## src/rtl/matmul_pkg.sv

```systemverilog
// -----------------------------------------------------------------------------
// matmul_pkg
//   Definitions shared by the N x N stream matrix multiplier:
//   - state_t   : controller state encoding
//   - DIM_MIN/DIM_MAX and dim_legal() : legal matrix dimension range
//   - idx_width()/rc_width() : counter widths for element and row/col indices
// -----------------------------------------------------------------------------
package matmul_pkg;

    typedef enum logic [2:0] {
        IDLE   = 3'd0,
        LOAD_A = 3'd1,
        LOAD_B = 3'd2,
        MAC    = 3'd3,
        SEND   = 3'd4
    } state_t;

    localparam int DIM_MIN = 2;
    localparam int DIM_MAX = 8;

    // Width of a flat element index 0 .. dim*dim-1.
    function automatic int idx_width(input int dim);
        return $clog2(dim * dim);
    endfunction

    // Width of a row or column index 0 .. dim-1.
    function automatic int rc_width(input int dim);
        return $clog2(dim);
    endfunction

    function automatic bit dim_legal(input int dim);
        return (dim >= DIM_MIN) && (dim <= DIM_MAX);
    endfunction

endpackage

```

## src/rtl/matmul_mac_unit.sv

```systemverilog
// -----------------------------------------------------------------------------
// matmul_mac_unit
//   Single multiply-accumulate: acc_out = acc_in + mul_a * mul_b, all modulo
//   2^pDATA_WIDTH (sign-agnostic, no saturation). Purely combinational so the
//   parent can issue and write back one operation per clock.
// Ports
//   mul_a   in  pDATA_WIDTH  A operand
//   mul_b   in  pDATA_WIDTH  B operand
//   acc_in  in  pDATA_WIDTH  current partial sum
//   acc_out out pDATA_WIDTH  updated partial sum
// -----------------------------------------------------------------------------
module matmul_mac_unit #(
    parameter int pDATA_WIDTH = 32
) (
    input  logic [pDATA_WIDTH-1:0] mul_a,
    input  logic [pDATA_WIDTH-1:0] mul_b,
    input  logic [pDATA_WIDTH-1:0] acc_in,
    output logic [pDATA_WIDTH-1:0] acc_out
);

    // Product is evaluated in the pDATA_WIDTH context of the assignment, so
    // the upper half of the full product is discarded by construction.
    assign acc_out = acc_in + mul_a * mul_b;

endmodule

```

## src/rtl/matmul_nxn_stream.sv

```systemverilog
// -----------------------------------------------------------------------------
// matmul_nxn_stream
//   N x N integer matrix multiplier C = A x B on AXI-Stream.
//   A then B arrive row-major on ss_*; C leaves row-major on sm_*.
//   Each B[r][c] beat triggers N MAC cycles: C[i][c] += A[i][r] * B[r][c].
// Ports
//   clk, rst_n          clock, asynchronous active-low reset
//   ap_start            start pulse, honoured only in IDLE
//   ap_idle             high while IDLE
//   ap_done             one-cycle pulse after the last C beat is accepted
//   err_tlast           sticky: ss_tlast seen on a non-final beat or missing on
//                       the final B beat; cleared by ap_start
//   ss_tvalid/tdata/tlast/tready   input stream (A then B)
//   sm_tvalid/tdata/tlast/tready   output stream (C)
// -----------------------------------------------------------------------------
module matmul_nxn_stream
    import matmul_pkg::*;
#(
    parameter int pDATA_WIDTH = 32,
    parameter int pDIM        = 4
) (
    input  logic                   clk,
    input  logic                   rst_n,
    input  logic                   ap_start,
    output logic                   ap_idle,
    output logic                   ap_done,
    output logic                   err_tlast,
    input  logic                   ss_tvalid,
    input  logic [pDATA_WIDTH-1:0] ss_tdata,
    input  logic                   ss_tlast,
    output logic                   ss_tready,
    input  logic                   sm_tready,
    output logic                   sm_tvalid,
    output logic [pDATA_WIDTH-1:0] sm_tdata,
    output logic                   sm_tlast
);

    if (!dim_legal(pDIM)) begin : g_dim_check
        $error("matmul_nxn_stream: pDIM must lie in 2..8");
    end

    localparam int IDX_W = idx_width(pDIM);
    localparam int RC_W  = rc_width(pDIM);
    localparam logic [IDX_W-1:0] LAST_ELEM = IDX_W'(pDIM * pDIM - 1);
    localparam logic [RC_W-1:0]  LAST_RC   = RC_W'(pDIM - 1);

    state_t state, state_nxt;

    logic [pDATA_WIDTH-1:0] a_mem [pDIM][pDIM];
    logic [pDATA_WIDTH-1:0] c_mem [pDIM][pDIM];

    // Latched B element and its coordinates for the current MAC burst.
    logic [pDATA_WIDTH-1:0] b_val;
    logic [RC_W-1:0]        b_row;
    logic [RC_W-1:0]        b_col;
    logic                   b_final;

    // One element counter serves all three streaming phases; row/col shadow
    // it so no divider is needed to split k into k/N and k%N.
    logic [IDX_W-1:0] elem_cnt, elem_nxt;
    logic [RC_W-1:0]  row_cnt, row_nxt;
    logic [RC_W-1:0]  col_cnt, col_nxt;
    logic [RC_W-1:0]  mac_cnt;

    logic elem_last;
    logic mac_last;
    logic in_load;
    logic in_send;
    logic ss_hs;
    logic sm_hs;

    logic [pDATA_WIDTH-1:0] mac_sum;

    // Handshakes are derived from state directly rather than from the ready
    // outputs so the FSM comb block never reads a signal it also drives.
    assign in_load   = (state == LOAD_A) || (state == LOAD_B);
    assign in_send   = (state == SEND);
    assign ss_hs     = ss_tvalid && in_load;
    assign sm_hs     = sm_tready && in_send;
    assign elem_last = (elem_cnt == LAST_ELEM);
    assign mac_last  = (mac_cnt == LAST_RC);

    // -------------------------------------------------------------------------
    // Element / row / column advance, wrapping to zero after the last element
    // so the next phase starts at index 0 without an extra clear.
    // -------------------------------------------------------------------------
    always_comb begin
        elem_nxt = elem_cnt + 1'b1;
        row_nxt  = row_cnt;
        col_nxt  = col_cnt + 1'b1;
        if (col_cnt == LAST_RC) begin
            col_nxt = '0;
            row_nxt = row_cnt + 1'b1;
        end
        if (elem_last) begin
            elem_nxt = '0;
            row_nxt  = '0;
            col_nxt  = '0;
        end
    end

    // -------------------------------------------------------------------------
    // FSM state register
    // -------------------------------------------------------------------------
    // NOTE: sequential state uses non-blocking assignments so every flop
    // samples pre-edge values regardless of process evaluation order.
    always_ff @(posedge clk or negedge rst_n) begin
        if (!rst_n) begin
            state <= IDLE;
        end else begin
            state <= state_nxt;
        end
    end

    // -------------------------------------------------------------------------
    // FSM next-state and stream/status outputs
    // -------------------------------------------------------------------------
    // NOTE: every output of this block is given a default first so no path
    // leaves a variable unassigned, which would infer a latch.
    always_comb begin
        state_nxt = state;
        ap_idle   = 1'b0;
        ss_tready = 1'b0;
        sm_tvalid = 1'b0;
        sm_tlast  = 1'b0;
        sm_tdata  = '0;
        case (state)
            IDLE: begin
                ap_idle = 1'b1;
                if (ap_start) state_nxt = LOAD_A;
            end
            LOAD_A: begin
                ss_tready = 1'b1;
                if (ss_hs && elem_last) state_nxt = LOAD_B;
            end
            LOAD_B: begin
                ss_tready = 1'b1;
                if (ss_hs) state_nxt = MAC;
            end
            MAC: begin
                if (mac_last) state_nxt = b_final ? SEND : LOAD_B;
            end
            SEND: begin
                // Counters only move on sm_hs, so data and last hold during stalls.
                sm_tvalid = 1'b1;
                sm_tdata  = c_mem[row_cnt][col_cnt];
                sm_tlast  = elem_last;
                if (sm_hs && elem_last) state_nxt = IDLE;
            end
            default: state_nxt = IDLE;
        endcase
    end

    // -------------------------------------------------------------------------
    // MAC datapath: row i = mac_cnt of column b_col, using A[i][b_row].
    // -------------------------------------------------------------------------
    matmul_mac_unit #(
        .pDATA_WIDTH (pDATA_WIDTH)
    ) u_mac (
        .mul_a   (a_mem[mac_cnt][b_row]),
        .mul_b   (b_val),
        .acc_in  (c_mem[mac_cnt][b_col]),
        .acc_out (mac_sum)
    );

    // -------------------------------------------------------------------------
    // Storage, counters and status flags
    // -------------------------------------------------------------------------
    // NOTE: the A and C arrays are reset explicitly because C is visible on
    // sm_tdata and a reset mid-run must leave no stale partial sums behind.
    always_ff @(posedge clk or negedge rst_n) begin
        if (!rst_n) begin
            for (int r = 0; r < pDIM; r++) begin
                for (int c = 0; c < pDIM; c++) begin
                    a_mem[r][c] <= '0;
                    c_mem[r][c] <= '0;
                end
            end
            b_val     <= '0;
            b_row     <= '0;
            b_col     <= '0;
            b_final   <= 1'b0;
            elem_cnt  <= '0;
            row_cnt   <= '0;
            col_cnt   <= '0;
            mac_cnt   <= '0;
            ap_done   <= 1'b0;
            err_tlast <= 1'b0;
        end else begin
            ap_done <= 1'b0;
            case (state)
                IDLE: begin
                    if (ap_start) begin
                        for (int r = 0; r < pDIM; r++) begin
                            for (int c = 0; c < pDIM; c++) begin
                                c_mem[r][c] <= '0;
                            end
                        end
                        elem_cnt  <= '0;
                        row_cnt   <= '0;
                        col_cnt   <= '0;
                        mac_cnt   <= '0;
                        err_tlast <= 1'b0;
                    end
                end
                LOAD_A: begin
                    if (ss_hs) begin
                        a_mem[row_cnt][col_cnt] <= ss_tdata;
                        if (ss_tlast) err_tlast <= 1'b1;
                        elem_cnt <= elem_nxt;
                        row_cnt  <= row_nxt;
                        col_cnt  <= col_nxt;
                    end
                end
                LOAD_B: begin
                    if (ss_hs) begin
                        b_val   <= ss_tdata;
                        b_row   <= row_cnt;
                        b_col   <= col_cnt;
                        b_final <= elem_last;
                        mac_cnt <= '0;
                        // tlast must appear exactly on the final B element.
                        if (ss_tlast != elem_last) err_tlast <= 1'b1;
                        elem_cnt <= elem_nxt;
                        row_cnt  <= row_nxt;
                        col_cnt  <= col_nxt;
                    end
                end
                MAC: begin
                    c_mem[mac_cnt][b_col] <= mac_sum;
                    mac_cnt <= mac_cnt + 1'b1;
                end
                SEND: begin
                    if (sm_hs) begin
                        elem_cnt <= elem_nxt;
                        row_cnt  <= row_nxt;
                        col_cnt  <= col_nxt;
                        if (elem_last) ap_done <= 1'b1;
                    end
                end
                default: ;
            endcase
        end
    end

endmodule
```

## config.mk

```make
export PLATFORM = sky130hd
export DESIGN_NAME = matmul_nxn_stream
export DESIGN_NICKNAME = d
export VERILOG_FILES = /design/src/rtl/matmul_pkg.sv /design/src/rtl/matmul_mac_unit.sv /design/src/rtl/matmul_nxn_stream.sv
export SDC_FILE = /design/constraint.sdc
export NUM_CORES = 2
export LEC_CHECK = 0
export ABC_CLOCK_PERIOD_IN_PS = 14700
export BUFFER_PORTS_ARGS = -buffer_cell sky130_fd_sc_hd__buf_2
export CORE_UTILIZATION = 40
export CTS_BUF_LIST = sky130_fd_sc_hd__clkbuf_2
export DETAILED_ROUTE_END_ITERATION = 8
export MAX_ROUTING_LAYER = met4
export PLACE_DENSITY = 0.62
export SYNTH_ARGS = -nofsm -noshare
export SYNTH_HDL_FRONTEND = slang
export SYNTH_HIERARCHICAL = 1
export SYNTH_SLANG_ARGS = --single-unit
```

## constraint.sdc

```tcl
create_clock -name clk -period 14.7 [get_ports clk]
set_input_delay 1.47 -clock clk [delete_from_list [all_inputs] [get_ports clk]]
set_output_delay 1.47 -clock clk [all_outputs]
set_load 0.03 [all_outputs]
```

==> metrics.yaml <==
status: "finished clean"
grt_pass1_vias: 49500
cp.arrival_ps: 12070
critPathRequiredTime_ps: 16250
seq_area_frac_synth: 0.396
yosysMostFrequentCell: "dfrtp_1"
synth.largest_area_cell: "dfrtp_1"
insertion_delay_ps: 1820
max_freq_ghz: 0.0950
hpwl_mm: 123
die_height_um: 414
gr-usage-all-layers: 0.249
yosysWarnings: 6
syn_area_mm2: 0.0680
dieWidth_um: 414
clkSinkCount: 1076
wl_per_cell_um: 26.8
hold_class: "in -> reg"
syn_to_final_growth_pct: 6.97
clockBufferDepth: 4
n_fill_cell: 15500
start_util: 0.405
tightest_slew_ps: 1240
antenna_found_initial: 7
cp-start-kind: "flip-flop"
synth.avg_cell_area_um2: 13.0
synth_nets: 5862
endpoint_kind: "flip-flop"
vias: 46000
rsz0062_at_grt: "false"
register_area_mm2: 0.0269
postRouteAntennaNets: 0
cts_setup_buffers: 0
ys_ff_latch: 1076
gp_congestion: 0.871
dieArea_mm2: 0.172
finalCritPeriodShare: 0.716
synth_area_leaders: "dfrtp_1 40%, fa_1 13%, mux4_2 13%"
pin_count: 76
cts-buffers-inserted: 302
postCtsResizedCells: 0
synth.distinct_cells: 74
firstDrtPassIters: 5
cts_tree: "yes"
wirelength_mm: 206
synth_top_cells_by_count: "1076 x dfrtp_1, 512 x o2bb2ai_1, 507 x mux2_2"
h-tree-depth: 5
ys.flop_type: "dfrtp_1"
drtIter0Drc: 4021
portBuffers: 75
relSlewSlack: 0.171
final_hold_viol_count: 0
async_flop_share: 1.00
nets: 5922
path_class: "reg -> reg"
crit_top_cell: "fa_1"
grt_max_degree: 189
core_mm2: 0.168
setup_viol: 0
synth-edff-count: 0
yosysTopAreaCellShare: 0.396
multiInputGateArea_mm2: 0.0373
synthCells: 5249
fin_skew_ps: 257
drive_gt1_frac: 0.293
rows: 150
routed_via_density: 5.96
slowest_delay_ps: 730
cts-root-buf: "clkbuf_2"
crit_path_max_fanout: 41
cpMaxStageDelayCell: "buf_4"
max_cap_viol_count: 0
clk_pin_slew_ps: 90
grt_pass1_wl_mm: 314
overflow: 0
slew_violations: 0
fin_crit_ps: 10520
setup_tns_ps: 0
drcViolationCount: 0
==> worst max-delay path, delay by kind of cell (launching register included) <==
kind / cells / cell delay, ps
AOI/OAI and AO/OA: 7 / 1500
DFF: 1 / 710
adders and majority gates: 9 / 4210
muxes: 1 / 600
and+or+nand+nor: 6 / 2400
buffers and inverters: 5 / 940
==> final timing paths <==
path	slack [ps]	startpoint	depth (start not counted)	endpoint
max in group asynchronous	10830	rst_n	5	c_mem[295]$_DFFE_PN0P_
hold / removal	200	ap_start	4	err_tlast$_DFFE_PN0P_
setup / recovery	4180	mac_cnt[0]$_DFFE_PN0P_	28	c_mem[62]$_DFFE_PN0P_
hold reg to reg	490	a_mem[153]$_DFFE_PN0P_	1	a_mem[153]$_DFFE_PN0P_
setup reg to reg	4180	mac_cnt[0]$_DFFE_PN0P_	28	c_mem[62]$_DFFE_PN0P_
min in group asynchronous	440	rst_n	2	c_mem[490]$_DFFE_PN0P_
==> registers in the layout, summed over array words and instances (netlist names) <==
signal	flops
c_mem	512
elem_cnt	4
state	3
b_val	32
ap_done	1
a_mem	512
row_cnt	2
b_final	1
mac_cnt	2
b_col	2
b_row	2
err_tlast	1
col_cnt	2
==> area by class of cell <==
class | count | share of cell area
well taps | 2204 | 0.0379
inverters | 495 | 0.0255
clock inverters | 60 | 0.00550
repair buffers | 197 | 0.0189
multi-input cells | 3237 | 0.512
flip-flops and latches | 1076 | 0.370
diodes | 11 | 0.000378
clock buffers | 429 | 0.0295
==> layer usage <==
metal,vias to the layer above,wire length (um),track usage
met1,24500,83600,0.319
met5,-,0,-
met4,0,8200,0.0988
met2,2069,98000,0.384
met3,469,16400,0.0564
li1,18900,-,-
==> what timing repair did <==
item	CTS	global route
hold buffers	9	0
hold endpoints to repair	152	0
endpoints found under the setup margin	0	0
==> cells in the final DEF (no fill, tap or decap), drive strengths merged, types with 5 or more instances in the layout <==
master,count
a211oi,5
a21bo,8
a21o,7
a21oi,31
a22o,7
a22oi,193
and2,373
and3,7
buf,188
bufinv,6
clkbuf,429
clkinv,49
dfrtp,1076
diode,11
dlygate4sd3,9
fa,438
ha,137
inv,499
mux2,552
mux4,383
nand2,355
nand3,12
nand3b,9
nor2,32
nor2b,8
nor3,14
o211ai,8
o21ai,17
o2bb2ai,512
xnor2,70
xor2,17
==> kinds of logic after synthesis <==
logic type | Yosys count | synth area share
AO/OA/AOI/OAI | 813 | 0.0989
AND/OR/NAND/NOR | 825 | 0.0631
adder cells (fa/ha/maj) | 575 | 0.154
buffers and inverters | 936 | 0.0581
XOR/XNOR | 87 | 0.0114
flip-flops | 1076 | 0.396
multiplexers | 937 | 0.218
==> stage by stage <==
stage | utilization | setup slack, ps | instances | cell area [um2] | hold slack [ps]
2_1_floorplan | - | 6120 | 5249 | 68000 | 459
6_report | 0.433 | 4180 | 7709 | 72800 | 198
3_5_place_dp | 0.417 | 4210 | 7200 | 70100 | 476
5_1_grt | 0.433 | 3630 | 7707 | 72800 | 61.8
3_3_place_gp | 0.417 | 4390 | 7200 | 70100 | 468
4_1_cts | 0.433 | 4200 | 7698 | 72700 | 0.0817
Power is left out: the tool's default activity adds up to more than one toggle a clock period on the data nets, which glitch-free logic cannot reach.
